--- src/rtl/instr_sequencer.sv ---
// Instruction sequencer: emits a header word followed by up to four buffered
// payload words, each held for HOLD_CYCLES, then a one-cycle done gap.
module instr_sequencer #(
  parameter int HOLD_CYCLES = 2
) (
  input  logic        clock,
  input  logic        resetN,
  input  logic        loadEn,
  input  logic [1:0]  loadAddr,
  input  logic [31:0] loadData,
  input  logic        cmdValid,
  input  logic [4:0]  cmdOpcode,
  input  logic [2:0]  cmdLen,
  output logic        cmdReady,
  output logic [31:0] instruct,
  output logic        busy,
  output logic        done
);

  typedef enum logic [1:0] {
    IDLE    = 2'd0,
    HEADER  = 2'd1,
    PAYLOAD = 2'd2,
    GAP     = 2'd3
  } state_t;

  localparam logic [3:0] HOLD_LAST = 4'(HOLD_CYCLES - 1);

  state_t      r_state,    w_state_nxt;
  logic [3:0]  r_hold_cnt, w_hold_nxt;
  logic [1:0]  r_word_idx, w_idx_nxt;
  logic [4:0]  r_opcode,   w_opcode_nxt;
  logic [2:0]  r_len,      w_len_nxt;
  logic [31:0] r_buf [4];

  logic [2:0]  w_len_eff;
  logic        w_hold_last;
  logic        w_last_word;
  logic        w_load_ok;

  assign w_len_eff   = (cmdLen > 3'd4) ? 3'd4 : cmdLen;
  assign w_hold_last = (r_hold_cnt == HOLD_LAST);
  assign w_last_word = ({1'b0, r_word_idx} == (r_len - 3'd1));
  assign w_load_ok   = loadEn && (r_state == IDLE);

  // A load on the acceptance edge lands before PAYLOAD can read it, so the
  // command always sees the freshly written word.
  always_ff @(posedge clock or negedge resetN) begin
    if (!resetN) begin
      // NOTE: the buffer is small and must read as zeros after reset, so it is
      // cleared here rather than left to a RAM without reset.
      for (int i = 0; i < 4; i++) r_buf[i] <= '0;
    end else if (w_load_ok) begin
      r_buf[loadAddr] <= loadData;
    end
  end

  always_ff @(posedge clock or negedge resetN) begin
    if (!resetN) begin
      // NOTE: sequential state uses non-blocking assignments so every register
      // samples the pre-edge values regardless of statement order.
      r_state    <= IDLE;
      r_hold_cnt <= '0;
      r_word_idx <= '0;
      r_opcode   <= '0;
      r_len      <= '0;
    end else begin
      r_state    <= w_state_nxt;
      r_hold_cnt <= w_hold_nxt;
      r_word_idx <= w_idx_nxt;
      r_opcode   <= w_opcode_nxt;
      r_len      <= w_len_nxt;
    end
  end

  always_comb begin
    // NOTE: every output of this block gets a default first, so no path can
    // leave a signal unassigned and infer a latch.
    w_state_nxt  = r_state;
    w_hold_nxt   = r_hold_cnt;
    w_idx_nxt    = r_word_idx;
    w_opcode_nxt = r_opcode;
    w_len_nxt    = r_len;
    cmdReady     = 1'b0;
    busy         = 1'b0;
    done         = 1'b0;
    instruct     = '0;

    unique case (r_state)
      IDLE: begin
        cmdReady = 1'b1;
        if (cmdValid) begin
          w_state_nxt  = HEADER;
          w_hold_nxt   = '0;
          w_idx_nxt    = '0;
          w_opcode_nxt = cmdOpcode;
          w_len_nxt    = w_len_eff;
        end
      end
      HEADER: begin
        busy     = 1'b1;
        instruct = {1'b1, 26'b0, r_opcode};
        if (w_hold_last) begin
          w_hold_nxt  = '0;
          w_state_nxt = (r_len != 3'd0) ? PAYLOAD : GAP;
        end else begin
          w_hold_nxt = r_hold_cnt + 4'd1;
        end
      end
      PAYLOAD: begin
        busy     = 1'b1;
        instruct = r_buf[r_word_idx];
        if (w_hold_last) begin
          w_hold_nxt = '0;
          if (w_last_word) begin
            w_idx_nxt   = '0;
            w_state_nxt = GAP;
          end else begin
            w_idx_nxt = r_word_idx + 2'd1;
          end
        end else begin
          w_hold_nxt = r_hold_cnt + 4'd1;
        end
      end
      GAP: begin
        busy        = 1'b1;
        done        = 1'b1;
        w_state_nxt = IDLE;
      end
      default: w_state_nxt = IDLE;
    endcase
  end

endmodule

--- config.mk ---
export PLATFORM = sky130hd
export DESIGN_NAME = instr_sequencer
export DESIGN_NICKNAME = d
export VERILOG_FILES = /design/src/rtl/instr_sequencer.sv
export SDC_FILE = /design/constraint.sdc
export NUM_CORES = 1
export LEC_CHECK = 0
export CAP_MARGIN = 5
export CORE_ASPECT_RATIO = 0.9
export CORE_MARGIN = 2
export CORE_UTILIZATION = 41
export CTS_CLUSTER_SIZE = 8
export DETAILED_ROUTE_END_ITERATION = 10
export PLACE_DENSITY = 0.63
export SYNTH_ARGS = -nofsm -noshare
export SYNTH_HDL_FRONTEND = slang
export SYNTH_SLANG_ARGS = --single-unit
--- constraint.sdc ---
create_clock -name clock -period 2.25 [get_ports clock]
set_input_delay 0.3375 -clock clock [delete_from_list [all_inputs] [get_ports clock]]
set_output_delay 0.3375 -clock clock [all_outputs]
set_load 0.02 [all_outputs]
==> out/metrics.cfg <==
[critical_path]
cp_data_required_time_ps=1910
setup.worst_path.class=reg -> out
type_of_element_capturing_the_critical_path=output pin
r2r.worst_path.cells=5
worstPathArrival_ps=1970
crit_fanout=5
start_kind=register

[status]
status=finished with violations
violations=setup timing

[detailed_routing]
vias=4225
drt_wl_total_mm=14.91
postRouteAntennaNets=0
detailedRoute.firstPassIterationCount=4
avgRoutedWirePerCell_um=19.24
routed_via_density=5.452
remaining_drc_errors=0
drt_first_iter_violations=212

[logic_synthesis]
syn-instance-count=451
synth_flop_cell=sky130_fd_sc_hd__dfrtp_1
synth_largest_area_cell=sky130_fd_sc_hd__dfrtp_1
synth_seq_cells=144
ys_types=43
synth_most_common_cell=sky130_fd_sc_hd__dfrtp_1
post_synth.cell_area_avg_um2=14.96
synth_xor_area_share_pct=0.5006
postSynth.asyncResetShare_pct=100.0
largest_family_of_logic_cells_by_synthesized_area=multiplexers
synth.area.mux_share_pct=33.41
yosys.area_share.simple_pct=5.562
syn-cell-area_um2=6749
synth.top_cells.by_area=sky130_fd_sc_hd__dfrtp_1 (53%), sky130_fd_sc_hd__mux2_2 (20%), sky130_fd_sc_hd__mux4_2 (11%)
yosys.area_share.adder_pct=1.669
yosysSeqAreaShare_pct=53.39
synth_compound_gate_area_share_pct=3.170
synth-warning-count=0
synth_top_cells_by_count=sky130_fd_sc_hd__dfrtp_1 (144), sky130_fd_sc_hd__mux2_2 (118), sky130_fd_sc_hd__mux4_2 (32)
synth_top_area_share_pct=53.39
synth_edf_count=0
synth.net_count=506

[timing]
fin_hold_ws_ps=412.7
min_period_ps=2310
clock.fmax_mhz=432.9
grt_setup_unrepaired=yes
worst_pin_slew_ps=509.7
max_slew_margin_pct=65.95
report.final.hold_viol_count=0
postLayoutSetupSlackWorst_ps=-60.18
final.setup.tns_ps=-511.1
period_share_pct=102.7
slew_violations=0
finalSetupViolCount=15
clock_skew_ps=7.724

[layout]
filler_cells_inserted=1301
layoutNonFillerInstCount=775
area.growth.synth_to_final_pct=29.64
drive_gt1_share_pct=48.59
multiInputGateArea_um2=3063
final_core_utilization_pct=54.24
nNetsFinal=610
sequential_cell_area_um2=3606
n_antenna_cell=0

[global_route]
number_of_antenna_violations_at_the_first_check_in_global_routing=0
grt_max_degree=48
grt_pass1_vias=4648
grt_first_pass_wirelength_mm=25.08
grt.total_usage_pct=18.41
gr-total-overflow=0

[die]
ioPinCount=81
die_x_um=139.2
fp.dieArea_um2=17500
core_area_um2=16130
die_height_um=125.7
floorplan.initialDensity_pct=41.84
fp-row-count=44

[run]
timing.max_cap.violations=0

[place]
place_inst=736
gp_congestion=0.7922
hpwlAfterDp_mm=9.546
io_buffers=80

[clock_tree]
clock_insertion_delay_worst_skew_ps=420
clk_transition_reported_paths_ps=60
cts.sinks=144
cts_tree=done
clock-root-buffer=sky130_fd_sc_hd__clkbuf_16
cts_h_tree_lvls=4
clock_tree.buffer_depth=2
cts_made_buffers=17

[min_path]
hp-class=in -> async

[power]
finalPower_mw=12.07
power.density_cell_area_nw_per_um2=1379
power.static_leakage_nw=3.807
ir_drop_mv=0.8712

[cell families (layout without fill, tap and decap cells)]
logic type	count (synthesis)	after routing
fa+ha+maj	9	9
xor+xnor	3	3
buf+inv	36	153
simple gates	63	63
compound gates	28	28
mux	168	168
flops	144	144
[worst max-delay path, stage by stage, from the launching register on]
cell and delay [ps]:
sky130_fd_sc_hd__dfrtp_2 420, sky130_fd_sc_hd__buf_12 150, sky130_fd_sc_hd__buf_8 120, sky130_fd_sc_hd__mux4_2 500, sky130_fd_sc_hd__a22o_1 220, sky130_fd_sc_hd__buf_6 140
[layout make-up]
type                    count  area share, %
inverters                   9         0.3861
repair buffers            112          13.69
clock buffers              20          5.220
well taps                 207          2.960
flip-flops and latches    144          41.21
clock inverters            12          1.530
multi-input cells         271          35.01
[timing repair]
action / 4_1_cts / 5_1_grt
endpoints found under the hold margin: 43 / 0
endpoints found under the setup margin: 32 / 33
buffers inserted: 4 / 1
gates resized for setup: 188 / 18
cloned: 2 / 0
pin swaps: 12 / 4
hold buffers: 1 / 0
[worst paths after layout]
check / startpoint / endpoint / slack (ps)
setup / recovery: r_word_idx[0]$_DFFE_PN0P_ / instruct[2] / -60
hold / removal: resetN / r_buf[45]$_DFFE_PN0P_ / 410
min in group clock: r_buf[100]$_DFFE_PN0P_ / r_buf[100]$_DFFE_PN0P_ / 490
hold reg to reg: r_buf[100]$_DFFE_PN0P_ / r_buf[100]$_DFFE_PN0P_ / 490
setup reg to reg: r_hold_cnt[0]$_DFFE_PN0P_ / r_state[1]$_DFFE_PN0P_ / 210
max in group asynchronous: resetN / r_word_idx[1]$_DFFE_PN0P_ / 1150
[metal layers]
layer / share of wire [%] / global-route usage (%)
met2: 48 / 29.21
met3: 5.3 / 5.437
met1: 45 / 24.73
met5: 0 / 0
met4: 1.4 / 5.526
[metrics by stage]
stage / instance area [µm²] / setup WS [ps]
2_1_floorplan: 6749 / 246.1
6_report: 8750 / -60.18
5_1_grt: 8750 / -128.6
4_1_cts: 8717 / -75.78
3_5_place_dp: 8001 / -28.78
3_3_place_gp: 8001 / 21.67
[cells in the final DEF (no fill, tap or decap), types with 3 or more instances in the layout]
master and n:
sky130_fd_sc_hd__a21oi_1 4, sky130_fd_sc_hd__a22o_1 5, sky130_fd_sc_hd__and2_1 8, sky130_fd_sc_hd__and2_4 20
sky130_fd_sc_hd__buf_12 10, sky130_fd_sc_hd__buf_2 5, sky130_fd_sc_hd__buf_4 22, sky130_fd_sc_hd__buf_6 25
sky130_fd_sc_hd__clkbuf_16 17, sky130_fd_sc_hd__clkdlybuf4s50_1 46, sky130_fd_sc_hd__clkinv_2 3, sky130_fd_sc_hd__clkinv_4 4
sky130_fd_sc_hd__dfrtp_1 142, sky130_fd_sc_hd__ha_1 8, sky130_fd_sc_hd__inv_1 8, sky130_fd_sc_hd__mux2_1 16
sky130_fd_sc_hd__mux2_2 118, sky130_fd_sc_hd__mux4_2 32, sky130_fd_sc_hd__nand2_1 9, sky130_fd_sc_hd__nand2b_1 4
sky130_fd_sc_hd__nand3_1 3, sky130_fd_sc_hd__nand4_1 3, sky130_fd_sc_hd__nor2_1 3, sky130_fd_sc_hd__o21ai_0 3
sky130_fd_sc_hd__o221ai_1 3
[state kept, by name (all words and copies together), names as in the netlist]
register and flops:
r_state 2, r_hold_cnt 4, r_opcode 5, r_buf 128, r_len 3, r_word_idx 2
[power by group]
| part | internal (mW) | switching (mW) | total, mW | leakage, nW |
|---|---|---|---|---|
| Clock | 1.69 | 1.08 | 2.78 | 0.286 |
| Sequential | 3.83 | 0.654 | 4.49 | 1.77 |
| Combinational | 2.82 | 1.99 | 4.81 | 1.75 |
Note: power is estimated with default switching activity, not from simulation.
